==> src/rtl/uart_receiver.sv <==
// Purpose: 8N1 UART receiver: oversampled serial line to a byte with a valid/ready handshake.
// Latency: DataOutValid rises one cycle after the stop-bit mid-sample (~9.5 bit times + 3 cycles after the start edge).
// Backpressure: a byte that completes while the buffer is full is dropped and flagged on Overrun; the line is never stalled.
//
// Ports:
//   CLK           system clock, rising edge
//   reset_n       asynchronous active-low reset
//   SIn           asynchronous serial line, idle high
//   DataOut       received byte (head of buffer)
//   DataOutValid  DataOut holds an unconsumed byte
//   DataOutReady  consumer accepts DataOut when high at an edge with DataOutValid high
//   FramingError  one-cycle pulse, stop bit sampled low
//   Overrun       one-cycle pulse, a complete byte was dropped because the buffer was full
//
// Build option: define UART_RX_FIFO_EN to replace the single holding register
// with a FIFO_DEPTH-entry circular FIFO.
module uart_receiver #(
   parameter int CLOCK_FREQ       = 50_000_000,
   parameter int BAUD_RATE        = 115_200,
   parameter int SYMBOL_EDGE_TIME = CLOCK_FREQ / BAUD_RATE,
   parameter int FIFO_DEPTH       = 4
) (
   input  logic       CLK,
   input  logic       reset_n,
   input  logic       SIn,
   output logic [7:0] DataOut,
   output logic       DataOutValid,
   input  logic       DataOutReady,
   output logic       FramingError,
   output logic       Overrun
);

   localparam int CW = (SYMBOL_EDGE_TIME > 1) ? $clog2(SYMBOL_EDGE_TIME) : 1;
   localparam logic [CW-1:0] CNT_LAST = CW'(SYMBOL_EDGE_TIME - 1);
   localparam logic [CW-1:0] CNT_MID  = CW'(SYMBOL_EDGE_TIME / 2 - 1);

   if (SYMBOL_EDGE_TIME < 4) begin : g_bad_symbol_time
      $error("uart_receiver: SYMBOL_EDGE_TIME must be >= 4");
   end
   if (FIFO_DEPTH < 2 || (FIFO_DEPTH & (FIFO_DEPTH - 1)) != 0) begin : g_bad_fifo_depth
      $error("uart_receiver: FIFO_DEPTH must be a power of two >= 2");
   end

   typedef enum logic [2:0] {
      S_IDLE,
      S_START,
      S_DATA,
      S_STOP,
      S_WAIT_HIGH
   } state_t;

   // Two-flop synchronizer; reset to the idle (high) line level so a reset
   // never looks like a start edge.
   logic [1:0] sync_q;
   logic       rx_s;

   always_ff @(posedge CLK or negedge reset_n) begin
      if (!reset_n) begin
         sync_q <= 2'b11;
      end else begin
         sync_q <= {sync_q[0], SIn};
      end
   end

   assign rx_s = sync_q[1];

   state_t        state;
   logic [CW-1:0] clk_cnt;
   logic [2:0]    bit_idx;
   logic [7:0]    shreg;
   logic          byte_done;   // one-cycle strobe: shreg holds a good byte

   always_ff @(posedge CLK or negedge reset_n) begin
      if (!reset_n) begin
         state        <= S_IDLE;
         clk_cnt      <= '0;
         bit_idx      <= '0;
         shreg        <= '0;
         byte_done    <= 1'b0;
         FramingError <= 1'b0;
      end else begin
         byte_done    <= 1'b0;
         FramingError <= 1'b0;
         case (state)
            S_IDLE: begin
               clk_cnt <= '0;
               if (!rx_s) begin
                  state <= S_START;
               end
            end
            S_START: begin
               // Re-check the line half a bit in: a short low pulse is noise.
               if (clk_cnt == CNT_MID) begin
                  clk_cnt <= '0;
                  if (!rx_s) begin
                     state   <= S_DATA;
                     bit_idx <= '0;
                  end else begin
                     state <= S_IDLE;
                  end
               end else begin
                  clk_cnt <= clk_cnt + 1'b1;
               end
            end
            S_DATA: begin
               // Counter is now aligned to mid-bit, so a full period lands
               // in the middle of each data bit.
               if (clk_cnt == CNT_LAST) begin
                  clk_cnt <= '0;
                  shreg   <= {rx_s, shreg[7:1]};
                  bit_idx <= bit_idx + 1'b1;
                  if (bit_idx == 3'd7) begin
                     state <= S_STOP;
                  end
               end else begin
                  clk_cnt <= clk_cnt + 1'b1;
               end
            end
            S_STOP: begin
               if (clk_cnt == CNT_LAST) begin
                  clk_cnt <= '0;
                  if (rx_s) begin
                     byte_done <= 1'b1;
                     state     <= S_IDLE;
                  end else begin
                     FramingError <= 1'b1;
                     state        <= S_WAIT_HIGH;
                  end
               end else begin
                  clk_cnt <= clk_cnt + 1'b1;
               end
            end
            S_WAIT_HIGH: begin
               // A held-low line (break) must not be seen as a new start bit.
               clk_cnt <= '0;
               if (rx_s) begin
                  state <= S_IDLE;
               end
            end
            default: begin
               state   <= S_IDLE;
               clk_cnt <= '0;
            end
         endcase
      end
   end

`ifdef UART_RX_FIFO_EN
   localparam int AW = $clog2(FIFO_DEPTH);

   logic [7:0]  mem [FIFO_DEPTH];
   logic [AW:0] wr_ptr;
   logic [AW:0] rd_ptr;
   logic        empty;
   logic        full;
   logic        pop;
   logic        push;

   // Extra pointer MSB separates full from empty when the indices match.
   assign empty = (wr_ptr == rd_ptr);
   assign full  = (wr_ptr[AW] != rd_ptr[AW]) && (wr_ptr[AW-1:0] == rd_ptr[AW-1:0]);
   assign pop   = DataOutReady && !empty;
   assign push  = byte_done && (!full || pop);

   assign DataOut      = mem[rd_ptr[AW-1:0]];
   assign DataOutValid = !empty;

   always_ff @(posedge CLK or negedge reset_n) begin
      if (!reset_n) begin
         wr_ptr  <= '0;
         rd_ptr  <= '0;
         Overrun <= 1'b0;
         for (int i = 0; i < FIFO_DEPTH; i++) begin
            mem[i] <= 8'h00;
         end
      end else begin
         Overrun <= byte_done && !push;
         if (push) begin
            mem[wr_ptr[AW-1:0]] <= shreg;
            wr_ptr              <= wr_ptr + 1'b1;
         end
         if (pop) begin
            rd_ptr <= rd_ptr + 1'b1;
         end
      end
   end
`else
   always_ff @(posedge CLK or negedge reset_n) begin
      if (!reset_n) begin
         DataOut      <= 8'h00;
         DataOutValid <= 1'b0;
         Overrun      <= 1'b0;
      end else begin
         Overrun <= 1'b0;
         if (byte_done) begin
            // A same-cycle accept frees the register for the new byte.
            if (!DataOutValid || DataOutReady) begin
               DataOut      <= shreg;
               DataOutValid <= 1'b1;
            end else begin
               Overrun <= 1'b1;
            end
         end else if (DataOutReady && DataOutValid) begin
            DataOutValid <= 1'b0;
         end
      end
   end
`endif

endmodule
==> config.mk <==
export PLATFORM = sky130hd
export DESIGN_NAME = uart_receiver
export DESIGN_NICKNAME = d
export VERILOG_FILES = /design/src/rtl/uart_receiver.sv
export SDC_FILE = /design/constraint.sdc
export NUM_CORES = 1
export LEC_CHECK = 0
export ABC_CLOCK_PERIOD_IN_PS = 2480
export CORE_MARGIN = 2
export CORE_UTILIZATION = 55
export CTS_BUF_LIST = sky130_fd_sc_hd__clkbuf_16
export DETAILED_ROUTE_END_ITERATION = 16
export PLACE_DENSITY = 0.82
export SYNTH_ARGS = -nofsm -noshare
export SYNTH_HDL_FRONTEND = slang
export SYNTH_SLANG_ARGS = --single-unit
==> constraint.sdc <==
create_clock -name CLK -period 2.48 [get_ports CLK]
set_input_delay 0.372 -clock CLK [delete_from_list [all_inputs] [get_ports CLK]]
set_output_delay 0.372 -clock CLK [all_outputs]
set_load 0.01 [all_outputs]
==> results.md <==
* Status: finished clean
* Clock power share at around half
* Area of the multi-input gates at 634 sq um
* Length of the first detailed-routing pass in iterations at 4
* Number of buffers inserted during clock tree synthesis at 5
* Global Route Usage Sum at 18.7%
* Clock sink count at 37
* Post-synth design cell area at approximately 1600 sq um
* Vias after detailed routing at 1046
* Setup repair after global routing missed its margin: no
* Port Buf Inserts at 14
* Max Clock Skew at 4.37 ps
* CP max FO at 5
* Sw Pwr at 0.235 mW
* Sequential Power Share at 50.2%
* Hold violation total from the final report at 0
* Standard-cell rows at 19
* Top Ports at 15
* Highest-count cells in the layout ignoring fill and taps: 35 x sky130_fd_sc_hd__dfrtp_1, 26 x sky130_fd_sc_hd__nand2_1, 14 x sky130_fd_sc_hd__nor2_1, 14 x sky130_fd_sc_hd__clkdlybuf4s50_1, 9 x sky130_fd_sc_hd__mux2_2
* Count of unique library cells instantiated by Yosys at 36
* Arrival @ worst endpoint at 1980 ps
* Top achievable clock speed at approximately 0.55 GHz
* Area enclosed by the die boundary at 3360 sq um
* Total routed wirelength at 2.67 mm
* Average detailed-routed wire length per instance at 14.0 um
* Sequential cell area fraction in the yosys report at 57.9%
* Commonest non-fill, non-tap cell in the layout: sky130_fd_sc_hd__dfrtp_1
* Worst vdd rail ir drop at roughly 0.72 mV
* Syn Area/Cell at 11.5 sq um
* DRC errors left at 0
* Number of nets with antenna violations after detailed routing at 0
* Area fraction of the dominant cell type after synthesis at 54.6%
* NumNets Final at 167
* Buffer levels on the longest clock path at 2
* Int Pwr at 0.977 mW
* Final Cycle Share at between 70 and 80%
* Post-route non-filler standard cell count at 190
* Routability cong. at 0.821
* Lkg Pwr at 0.957 nW
* Global route total overflow at 0
* Proportion of layout cells with a drive suffix above 1 at 17.6%
* Count of placed standard cells including taps at between 150 and 200
* Setup TNS at 0 ps
* Insertion delay to the later sink of the worst-skew pair at 280 ps
* Worst setup path category: reg2reg
* Clock-pin slew on the worst setup and hold paths at around 50 ps
* Width of the die at approximately 58 um
* Count of hold-fix buffers inserted at cts at 0
* Cell Pwr Density at about 630 nW/um^2
* Sequential cell area at between 900 and 1000 sq um
* HPWL reported at the end of detailed placement at 1.80 mm
* Tightest Pin Transition at roughly 440 ps
* TritonCTS clock tree: yes
* Post-layout minimum cycle time at 1820 ps
* Layout overhead on the synthesized area at 19.2%
* Count of maximum capacitance violations at 0
* Maximum number of pins on one net before global-route repair at 38
* Worst min-delay path category: reg2reg
* Setup violators final at 0
* Worst endpoint required time at 2640 ps
* Setup slack, reg-to-reg at 660 ps
* Share of total power consumed by net switching at between 15 and 20%
* Max-slew violation count at 0
* Cells resized by post-CTS repair at 0
* Synth top area cells: sky130_fd_sc_hd__dfrtp_1 55%, sky130_fd_sc_hd__mux2_2 6.3%, sky130_fd_sc_hd__nand2_1 6.1%
* Antenna violations before repair at 0
* Die Y-Extent at 58.0 um
* First-pass GRT wire length at 4.64 mm
* Effective utilization at floorplan at 58.1%
* First-iteration detailed-routing DRC count at 40
* Type of destination of the critical path: flip-flop
* Via count of the first global-routing pass at ~1100
* Number of flip-flops and latches in the synthesized netlist at 37
* Cell at the root of the clock tree: sky130_fd_sc_hd__clkbuf_16
* Net count after synthesis at ~150
* Max transition margin at 70.6%
* Filler cells at 206
* Count of mapped cells out of synthesis at approximately 140
* Depth of the CTS H-tree at 2
* Average vias per placed instance at 5.51
* Final antenna diode count at 0
* Cell accounting for the most synthesized area: sky130_fd_sc_hd__dfrtp_1
* Post-CTS Setup Bufs at 0
* Crit path launch type: flip-flop
* Yosys synthesis warning count at 0
* Core box area at 2760 sq um
* Part of the total power dissipated in combinational logic at 1.5%
-- cell type report --
| type | instances | area share [%] |
|---|---|---|
| multi-input combinational | 93 | 33.2 |
| sequential | 37 | 48.6 |
| tap | 31 | 2.03 |
| inverter | 6 | 1.18 |
| clock buffer | 5 | 6.55 |
| timing repair buffer | 15 | 7.73 |
| clock inverter | 3 | 0.720 |
-- routing by layer --
metal / wire length [um] / GRT usage, % / part of all wire [%] / vias to the layer above
met3: 116 / 6.25 / 4.4 / 3
met5: 0 / 0 / 0 / -
met1: 1140 / 21.7 / 43 / 514
met2: 1390 / 31.8 / 52 / 25
li1: - / - / - / 504
met4: 16 / 7.64 / 0.60 / 0
-- sequential cells by signal, summed over array words and instances (netlist names) --
name and count:
DataOut 8, DataOutValid 1, FramingError 1, Overrun 1, bit_idx 3, byte_done 1, clk_cnt 9, shreg 8
state 3, sync_q 2
-- power groups by stage --
stage | clock network (mW) | registers (mW) | logic (mW)
2_1_floorplan | 0 | 0.619 | 0.00195
3_3_place_gp | 0 | 0.619 | 0.0189
3_5_place_dp | 0 | 0.619 | 0.0195
4_1_cts | 0.594 | 0.608 | 0.0196
5_1_grt | 0.624 | 0.608 | 0.0218
6_report | 0.585 | 0.609 | 0.0185
-- through the flow --
stage / hold WS, ps / instance area [sq um] / util (%) / power [mW] / worst slack [ps]
4_1_cts: 355 / 1910 / 69.3 / 1.22 / 648
6_report: 356 / 1910 / 69.3 / 1.21 / 660
3_3_place_gp: 346 / 1770 / 64.2 / 0.637 / 708
3_5_place_dp: 349 / 1770 / 64.2 / 0.638 / 657
2_1_floorplan: 76.4 / 1600 / - / 0.621 / 762
5_1_grt: 362 / 1910 / 69.3 / 1.25 / 532
-- final timing paths --
check                           startpoint         end  depth (start not counted)
min in group asynchronous          reset_n     Overrun                          2
max in group asynchronous          reset_n   sync_q[1]                          2
worst max register to register  clk_cnt[0]  bit_idx[0]                          6
worst min register to register   sync_q[0]   sync_q[1]                          0
worst max-delay path            clk_cnt[0]  bit_idx[0]                          6
worst min-delay path             sync_q[0]   sync_q[1]                          0
-- critical path, stage by stage, from the launching register on --
cell and delay, ps:
sky130_fd_sc_hd__dfrtp_1 420, sky130_fd_sc_hd__inv_1 80, sky130_fd_sc_hd__ha_1 130, sky130_fd_sc_hd__or4b_4 470, sky130_fd_sc_hd__nor3_4 240, sky130_fd_sc_hd__a21oi_2 100
sky130_fd_sc_hd__mux2_2 280
-- cells by family (layout without fill, tap and decap cells) --
family,after synthesis,in the layout,share of synthesized area [%]
AND/OR/NAND/NOR,60,60,19.0
flip-flops,37,37,57.9
AO/OA/AOI/OAI,10,10,5.31
multiplexers,10,10,6.95
buffers and inverters,9,29,2.50
XOR/XNOR,8,8,4.37
adder cells (fa/ha/maj),5,5,3.90
-- synthesized netlist by cell type --
cell                       count
sky130_fd_sc_hd__a21o_1        1
sky130_fd_sc_hd__a21oi_1       1
sky130_fd_sc_hd__a21oi_2       1
sky130_fd_sc_hd__a221oi_1      1
sky130_fd_sc_hd__a22o_1        2
sky130_fd_sc_hd__a311oi_2      1
sky130_fd_sc_hd__a31oi_1       1
sky130_fd_sc_hd__and2_1        1
sky130_fd_sc_hd__and3_1        2
sky130_fd_sc_hd__and3_2        1
sky130_fd_sc_hd__and4b_2       1
sky130_fd_sc_hd__and4bb_2      1
sky130_fd_sc_hd__buf_2         1
sky130_fd_sc_hd__buf_4         1
sky130_fd_sc_hd__clkbuf_2      1
sky130_fd_sc_hd__dfrtp_1      35
sky130_fd_sc_hd__dfstp_2       2
sky130_fd_sc_hd__ha_1          5
sky130_fd_sc_hd__inv_1         6
sky130_fd_sc_hd__mux2_2        9
sky130_fd_sc_hd__mux2i_1       1
sky130_fd_sc_hd__nand2_1      26
sky130_fd_sc_hd__nand2b_1      1
sky130_fd_sc_hd__nand3_1       5
sky130_fd_sc_hd__nand4b_1      1
sky130_fd_sc_hd__nor2_1       14
sky130_fd_sc_hd__nor2b_1       2
sky130_fd_sc_hd__nor3_4        1
sky130_fd_sc_hd__nor3b_1       1
sky130_fd_sc_hd__o21ai_0       1
sky130_fd_sc_hd__o32a_2        1
sky130_fd_sc_hd__or3_1         1
sky130_fd_sc_hd__or3b_2        1
sky130_fd_sc_hd__or4b_4        1
sky130_fd_sc_hd__xnor2_1       5
sky130_fd_sc_hd__xor2_1        3
(Power assumes the default switching activity.)
